<file path="src/rtl/regs_bus_arbiter.sv">
// Round-robin arbiter sharing the UART register file between two CPU cores.
// One single-cycle we/re strobe per granted access, ack returned two cycles after sampling.
module regs_bus_arbiter #(
    parameter int unsigned       ADDR_W     = 22,
    parameter int unsigned       DATA_W     = 32,
    parameter logic [ADDR_W-1:0] ADDR_LIMIT = ADDR_W'(24)
) (
    input  logic              clk,
    input  logic              rst,
    input  logic              m0_req,
    input  logic              m0_we,
    input  logic [ADDR_W-1:0] m0_addr,
    input  logic [DATA_W-1:0] m0_wdata,
    output logic              m0_ack,
    output logic              m0_err,
    output logic [DATA_W-1:0] m0_rdata,
    input  logic              m1_req,
    input  logic              m1_we,
    input  logic [ADDR_W-1:0] m1_addr,
    input  logic [DATA_W-1:0] m1_wdata,
    output logic              m1_ack,
    output logic              m1_err,
    output logic [DATA_W-1:0] m1_rdata,
    output logic [ADDR_W-1:0] r_addr,
    output logic              r_we,
    output logic              r_re,
    output logic [DATA_W-1:0] r_wdata,
    input  logic [DATA_W-1:0] r_rdata,
    output logic              grant
);

    typedef enum logic [1:0] {IDLE, ACCESS, RESP} state_t;

    state_t              state_q, state_d;
    logic                last_q, last_d;
    logic                pend_err_q, pend_err_d;
    logic                pend_we_q, pend_we_d;
    logic                grant_d;
    logic [ADDR_W-1:0]   r_addr_d;
    logic [DATA_W-1:0]   r_wdata_d;
    logic                r_we_d, r_re_d;
    logic                m0_ack_d, m0_err_d, m1_ack_d, m1_err_d;
    logic [DATA_W-1:0]   m0_rdata_d, m1_rdata_d;
    logic                sel;
    logic                sel_we;
    logic [ADDR_W-1:0]   sel_addr;
    logic                mapped;

    // Winner select: a lone requester wins, a tie goes to the core that did not win last.
    always_comb begin
        sel      = m1_req & (~m0_req | ~last_q);
        sel_we   = sel ? m1_we : m0_we;
        sel_addr = sel ? m1_addr : m0_addr;
        mapped   = sel_addr < ADDR_LIMIT;
    end

    always_comb begin
        state_d    = state_q;
        last_d     = last_q;
        pend_err_d = pend_err_q;
        pend_we_d  = pend_we_q;
        grant_d    = grant;
        r_addr_d   = r_addr;
        r_wdata_d  = r_wdata;
        r_we_d     = 1'b0;
        r_re_d     = 1'b0;
        m0_ack_d   = 1'b0;
        m0_err_d   = 1'b0;
        m1_ack_d   = 1'b0;
        m1_err_d   = 1'b0;
        m0_rdata_d = m0_rdata;
        m1_rdata_d = m1_rdata;
        case (state_q)
            IDLE: begin
                if (m0_req || m1_req) begin
                    state_d    = ACCESS;
                    grant_d    = sel;
                    last_d     = sel;
                    r_addr_d   = sel_addr;
                    r_wdata_d  = sel ? m1_wdata : m0_wdata;
                    r_we_d     = mapped & sel_we;
                    r_re_d     = mapped & ~sel_we;
                    pend_err_d = ~mapped;
                    pend_we_d  = sel_we;
                end
            end
            ACCESS: begin
                // Read data is captured at the same edge that closes the strobe.
                state_d = RESP;
                if (!grant) begin
                    m0_ack_d = 1'b1;
                    m0_err_d = pend_err_q;
                    if (!pend_we_q) m0_rdata_d = pend_err_q ? '0 : r_rdata;
                end else begin
                    m1_ack_d = 1'b1;
                    m1_err_d = pend_err_q;
                    if (!pend_we_q) m1_rdata_d = pend_err_q ? '0 : r_rdata;
                end
            end
            RESP:    state_d = IDLE;
            default: state_d = IDLE;
        endcase
    end

    always_ff @(posedge clk) begin
        if (rst) begin
            state_q    <= IDLE;
            last_q     <= 1'b1;
            pend_err_q <= 1'b0;
            pend_we_q  <= 1'b0;
            grant      <= 1'b0;
            r_addr     <= '0;
            r_wdata    <= '0;
            r_we       <= 1'b0;
            r_re       <= 1'b0;
            m0_ack     <= 1'b0;
            m0_err     <= 1'b0;
            m0_rdata   <= '0;
            m1_ack     <= 1'b0;
            m1_err     <= 1'b0;
            m1_rdata   <= '0;
        end else begin
            state_q    <= state_d;
            last_q     <= last_d;
            pend_err_q <= pend_err_d;
            pend_we_q  <= pend_we_d;
            grant      <= grant_d;
            r_addr     <= r_addr_d;
            r_wdata    <= r_wdata_d;
            r_we       <= r_we_d;
            r_re       <= r_re_d;
            m0_ack     <= m0_ack_d;
            m0_err     <= m0_err_d;
            m0_rdata   <= m0_rdata_d;
            m1_ack     <= m1_ack_d;
            m1_err     <= m1_err_d;
            m1_rdata   <= m1_rdata_d;
        end
    end

endmodule

</file>
<file path="config.mk">
export PLATFORM = sky130hd
export DESIGN_NAME = regs_bus_arbiter
export DESIGN_NICKNAME = d
export VERILOG_FILES = /design/src/rtl/regs_bus_arbiter.sv
export SDC_FILE = /design/constraint.sdc
export NUM_CORES = 1
export LEC_CHECK = 0
export CAP_MARGIN = 30
export CELL_PAD_IN_SITES_DETAIL_PLACEMENT = 1
export CELL_PAD_IN_SITES_GLOBAL_PLACEMENT = 2
export CORE_MARGIN = 10
export CORE_UTILIZATION = 22
export CTS_CLUSTER_DIAMETER = 60
export CTS_CLUSTER_SIZE = 12
export DETAILED_ROUTE_END_ITERATION = 8
export GPL_TIMING_DRIVEN = 0
export PLACE_DENSITY_LB_ADDON = 0.08
export SLEW_MARGIN = 20
export SYNTH_ARGS = -nofsm -noshare
export SYNTH_HDL_FRONTEND = slang
export SYNTH_SLANG_ARGS = --single-unit
</file>
<file path="constraint.sdc">
create_clock -name clk -period 2.18 [get_ports clk]
set_input_delay 0.327 -clock clk [delete_from_list [all_inputs] [get_ports clk]]
set_output_delay 0.327 -clock clk [all_outputs]
set_load 0.005 [all_outputs]
</file>
==> results of run 1 <==
-- worst max-delay path: cells and delay by family, from the launching register on --
kind,cells,cell delay [ps]
DFF,1,300
AOI/OAI and AO/OA,1,160
and+or+nand+nor,3,960
buffers and inverters,1,470
-- Yosys cell counts --
cell type and instances:
sky130_fd_sc_hd__a2111oi_4 2, sky130_fd_sc_hd__a211oi_1 55, sky130_fd_sc_hd__a21boi_1 1, sky130_fd_sc_hd__a21o_1 1, sky130_fd_sc_hd__a21oi_1 64, sky130_fd_sc_hd__a221o_1 1, sky130_fd_sc_hd__a22oi_1 1, sky130_fd_sc_hd__a22oi_2 1
sky130_fd_sc_hd__and2_1 2, sky130_fd_sc_hd__and3_1 1, sky130_fd_sc_hd__and3b_1 1, sky130_fd_sc_hd__and4_1 1, sky130_fd_sc_hd__and4b_1 1, sky130_fd_sc_hd__buf_1 1, sky130_fd_sc_hd__buf_2 7, sky130_fd_sc_hd__buf_4 5
sky130_fd_sc_hd__clkbuf_1 36, sky130_fd_sc_hd__dfxtp_1 130, sky130_fd_sc_hd__mux2i_1 55, sky130_fd_sc_hd__nand2_1 129, sky130_fd_sc_hd__nand2b_1 1, sky130_fd_sc_hd__nor2_1 59, sky130_fd_sc_hd__nor2b_1 33, sky130_fd_sc_hd__nor3_1 4
sky130_fd_sc_hd__nor3b_1 2, sky130_fd_sc_hd__nor4_1 5, sky130_fd_sc_hd__o21a_1 1, sky130_fd_sc_hd__o21ai_0 1, sky130_fd_sc_hd__or3_1 1, sky130_fd_sc_hd__or3b_2 1, sky130_fd_sc_hd__or4_1 1, sky130_fd_sc_hd__or4_4 1
-- flip-flops by register name (all words and copies together), names as in the netlist --
name and count:
r_addr 22, grant 1, m0_err 1, m0_ack 1, pend_we_q 1, pend_err_q 1
last_q 1, m1_ack 1, r_wdata 32, m0_rdata 32, r_re 1, state_q 2
r_we 1, m1_rdata 32, m1_err 1
-- layout make-up --
class | count | area [um^2] | area share
Buffer | 49 | 211 | 0.0236
Sequential cell | 130 | 2600 | 0.290
Multi-Input combinational cell | 426 | 2460 | 0.274
Tap cell | 319 | 399 | 0.0445
Clock buffer | 19 | 443 | 0.0494
Clock inverter | 13 | 160 | 0.0179
Timing Repair Buffer | 269 | 2690 | 0.300
-- layer usage --
| layer | vias up | routed length, um | track usage |
|---|---|---|---|
| met2 | 170 | 11500 | 0.260 |
| li1 | 2648 | - | - |
| met4 | 0 | 297 | 0.0417 |
| met1 | 2471 | 9040 | 0.157 |
| met5 | - | 0 | 0 |
| met3 | 18 | 2200 | 0.0742 |
-- kinds of logic after synthesis --
kind of cell,count (synthesis)
AOI/OAI and AO/OA,128
buffers and inverters,49
DFF,130
muxes,55
and+or+nand+nor,243
-- final timing paths --
check	slack, ps	endpoint	from
worst max-delay path	210	m1_rdata[31]	state_q[1]
worst min-delay path	450	state_q[1]	rst
worst max register to register	210	m1_rdata[31]	state_q[1]
worst min register to register	460	m1_rdata[13]	m1_rdata[13]
-- power groups by stage --
| stage | Combinational (uW) | Clock (uW) | Sequential [uW] |
|---|---|---|---|
| after CTS | 1350 | 3020 | 2650 |
| final | 1310 | 2920 | 2650 |
| after global routing | 1450 | 3130 | 2670 |
| after global placement | 1320 | 0 | 2690 |
| after floorplan | 505 | 0 | 2690 |
| after detailed placement | 1340 | 0 | 2700 |
-- per-stage QoR --
stage	TNS, ps	worst slack, ps	hold slack [ps]
2_1_floorplan	0	574	453
3_3_place_gp	-6130	-225	443
3_5_place_dp	-8150	-271	449
4_1_cts	0	163	457
5_1_grt	0	1.38	484
6_report	0	209	450
==> impl_metrics.tcl, run 1 <==
set metrics [dict create \
    grt_usage 0.150 \
    detailed_place_hpwl_um 19000 \
    cts_inserted_buffers 17 \
    critical_path.slowest_cell "sky130_fd_sc_hd__nor3b_1" \
    cellPowerDensity_nw_per_um2 766 \
    ys.warnings.count 0 \
    postSynthNetCount 751 \
    die_area_um2 30600 \
    place.detailed.instances 1193 \
    worstMarginPinSlew_ps 744 \
    worst_setup_path_start_kind "flop" \
    switching_power_uw 1790 \
    pins_over_slew_limit 0 \
    worst_skew_pair.late_latency_ps 420 \
    synth_compound_gate_area_share 0.160 \
    drc 0 \
    logic_gate_share_of_total_power 0.190 \
    die_extent_in_y_um 175 \
    tritoncts "built" \
    post-route-cell-area_um2 8970 \
    worst_clock_skew_ps 9.12 \
    synth_seq_area_share 0.493 \
    worstRegToRegCells 5 \
    ctsHoldBuffers 0 \
    clock.fmax_ghz 0.507 \
    path_clk_slew_ps 60 \
    clk_root_buffer_cell "sky130_fd_sc_hd__clkbuf_16" \
    setup_violations 0 \
    number_of_buffers_inserted_to_repair_setup_after_cts 0 \
    synth.avg_cell_area_um2 8.72 \
    drv_cap 0 \
    slew_headroom 0.500 \
    placement.io_buffers 269 \
    critical_path.endpoint_type "flop" \
    postSynthCellCount 605 \
    final.fill_count 2736 \
    antenna_found_initial 0 \
    routed_wire_length_per_instance_um 18.8 \
    timing.critical_path.arrival_ps 2310 \
    grt_first_pass_wirelength_um 35500 \
    post_cts.resized_instances 0 \
    worst_hold_path_type "input pin to flop" \
    finalHoldViolCount 0 \
    cts_sinks 130 \
    drt_first_pass_iters 4 \
    antenna_cells 0 \
    routed-via-count 5307 \
    pin_count 271 \
    grt_start_max_net_pins 17 \
    most-common-layout-cells "269 x sky130_fd_sc_hd__clkdlybuf4s50_1, 130 x sky130_fd_sc_hd__dfxtp_1, 129 x sky130_fd_sc_hd__nand2_1, 64 x sky130_fd_sc_hd__a21oi_1, 59 x sky130_fd_sc_hd__nor2_1" \
    mostFrequentLayoutCell "sky130_fd_sc_hd__clkdlybuf4s50_1" \
    critical_path_peak_fanout 10 \
    criticalPathCategory "flop to flop" \
    rsz0062_at_grt "no" \
    cp.required_ps 2520 \
    synth.top_cell.area_share 0.493 \
    buffers_from_clock_root_to_sink_at_most 2 \
    place.gp.congestion 0.782 \
    mappedNetlistArea_um2 5280 \
    p_int_uw 5080 \
    final.min_clock_period_ps 1970 \
    area_growth_pct 70.0 \
    synth_simple_gate_area_frac 0.202 \
    power_uw 6870 \
    multiplexer_share_of_the_synthesized_area 0.104 \
    grt.overflow.total 0 \
    p_seq_frac 0.385 \
    core_area_um2 23500 \
    htreeDepth 4 \
    synthXorXnorAreaFrac 0 \
    placed_area_um2 8370 \
    initialDrtViolationCount 162 \
    final_layout_size_suffix_gt1_frac 0.0530 \
    distinct_cell_type_count_after_synthesis 32 \
    die_wd_um 175 \
    path_cells "nand2b_1, nor3b_1, clkbuf_1, nand2_1, a21oi_1" \
    layout_worst_path_cycle_share 0.904 \
    vias_per_cell 4.33 \
    floorplan.initialDensity 0.224 \
    synth_fa_ha_area_frac 0 \
    layout.nets 1039 \
    final_core_utilization 0.381 \
    hold-path-cell-count 2 \
    irDropWorstVdd_mv 0.449 \
    via_count_of_the_first_global_routing_pass 6087 \
    power_frac_clock 0.425 \
    combinational_family_with_the_most_area_after_synthesis "simple AND/OR/NAND/NOR gates" \
    fin_cells 1225 \
    leakage_uw 0.00318 \
    switching_part_of_the_total_power 0.260 \
    postRouteWirelength_um 23000 \
    crit_path_max_incr_delay_ps 640 \
    placement_rows 56 \
    postRouteAntennaNets 0 \
    postSynthRegisterBits 130 \
    synth.largest_area_cell "sky130_fd_sc_hd__dfxtp_1" \
    run_status "complete, no violations" \
    synth.area.top_cells "sky130_fd_sc_hd__dfxtp_1 49%, sky130_fd_sc_hd__mux2i_1 10%, sky130_fd_sc_hd__nand2_1 9.2%" \
]
No activity file was read; power rests on OpenSTA's default activity.
==> run 2, diff against run 1 <==
Settings changed: HOLD_SLACK_MARGIN from default to 0.03.
==> results of run 2 <==
Same layout as run 1: the final DEF is identical, and so are final timing and power.
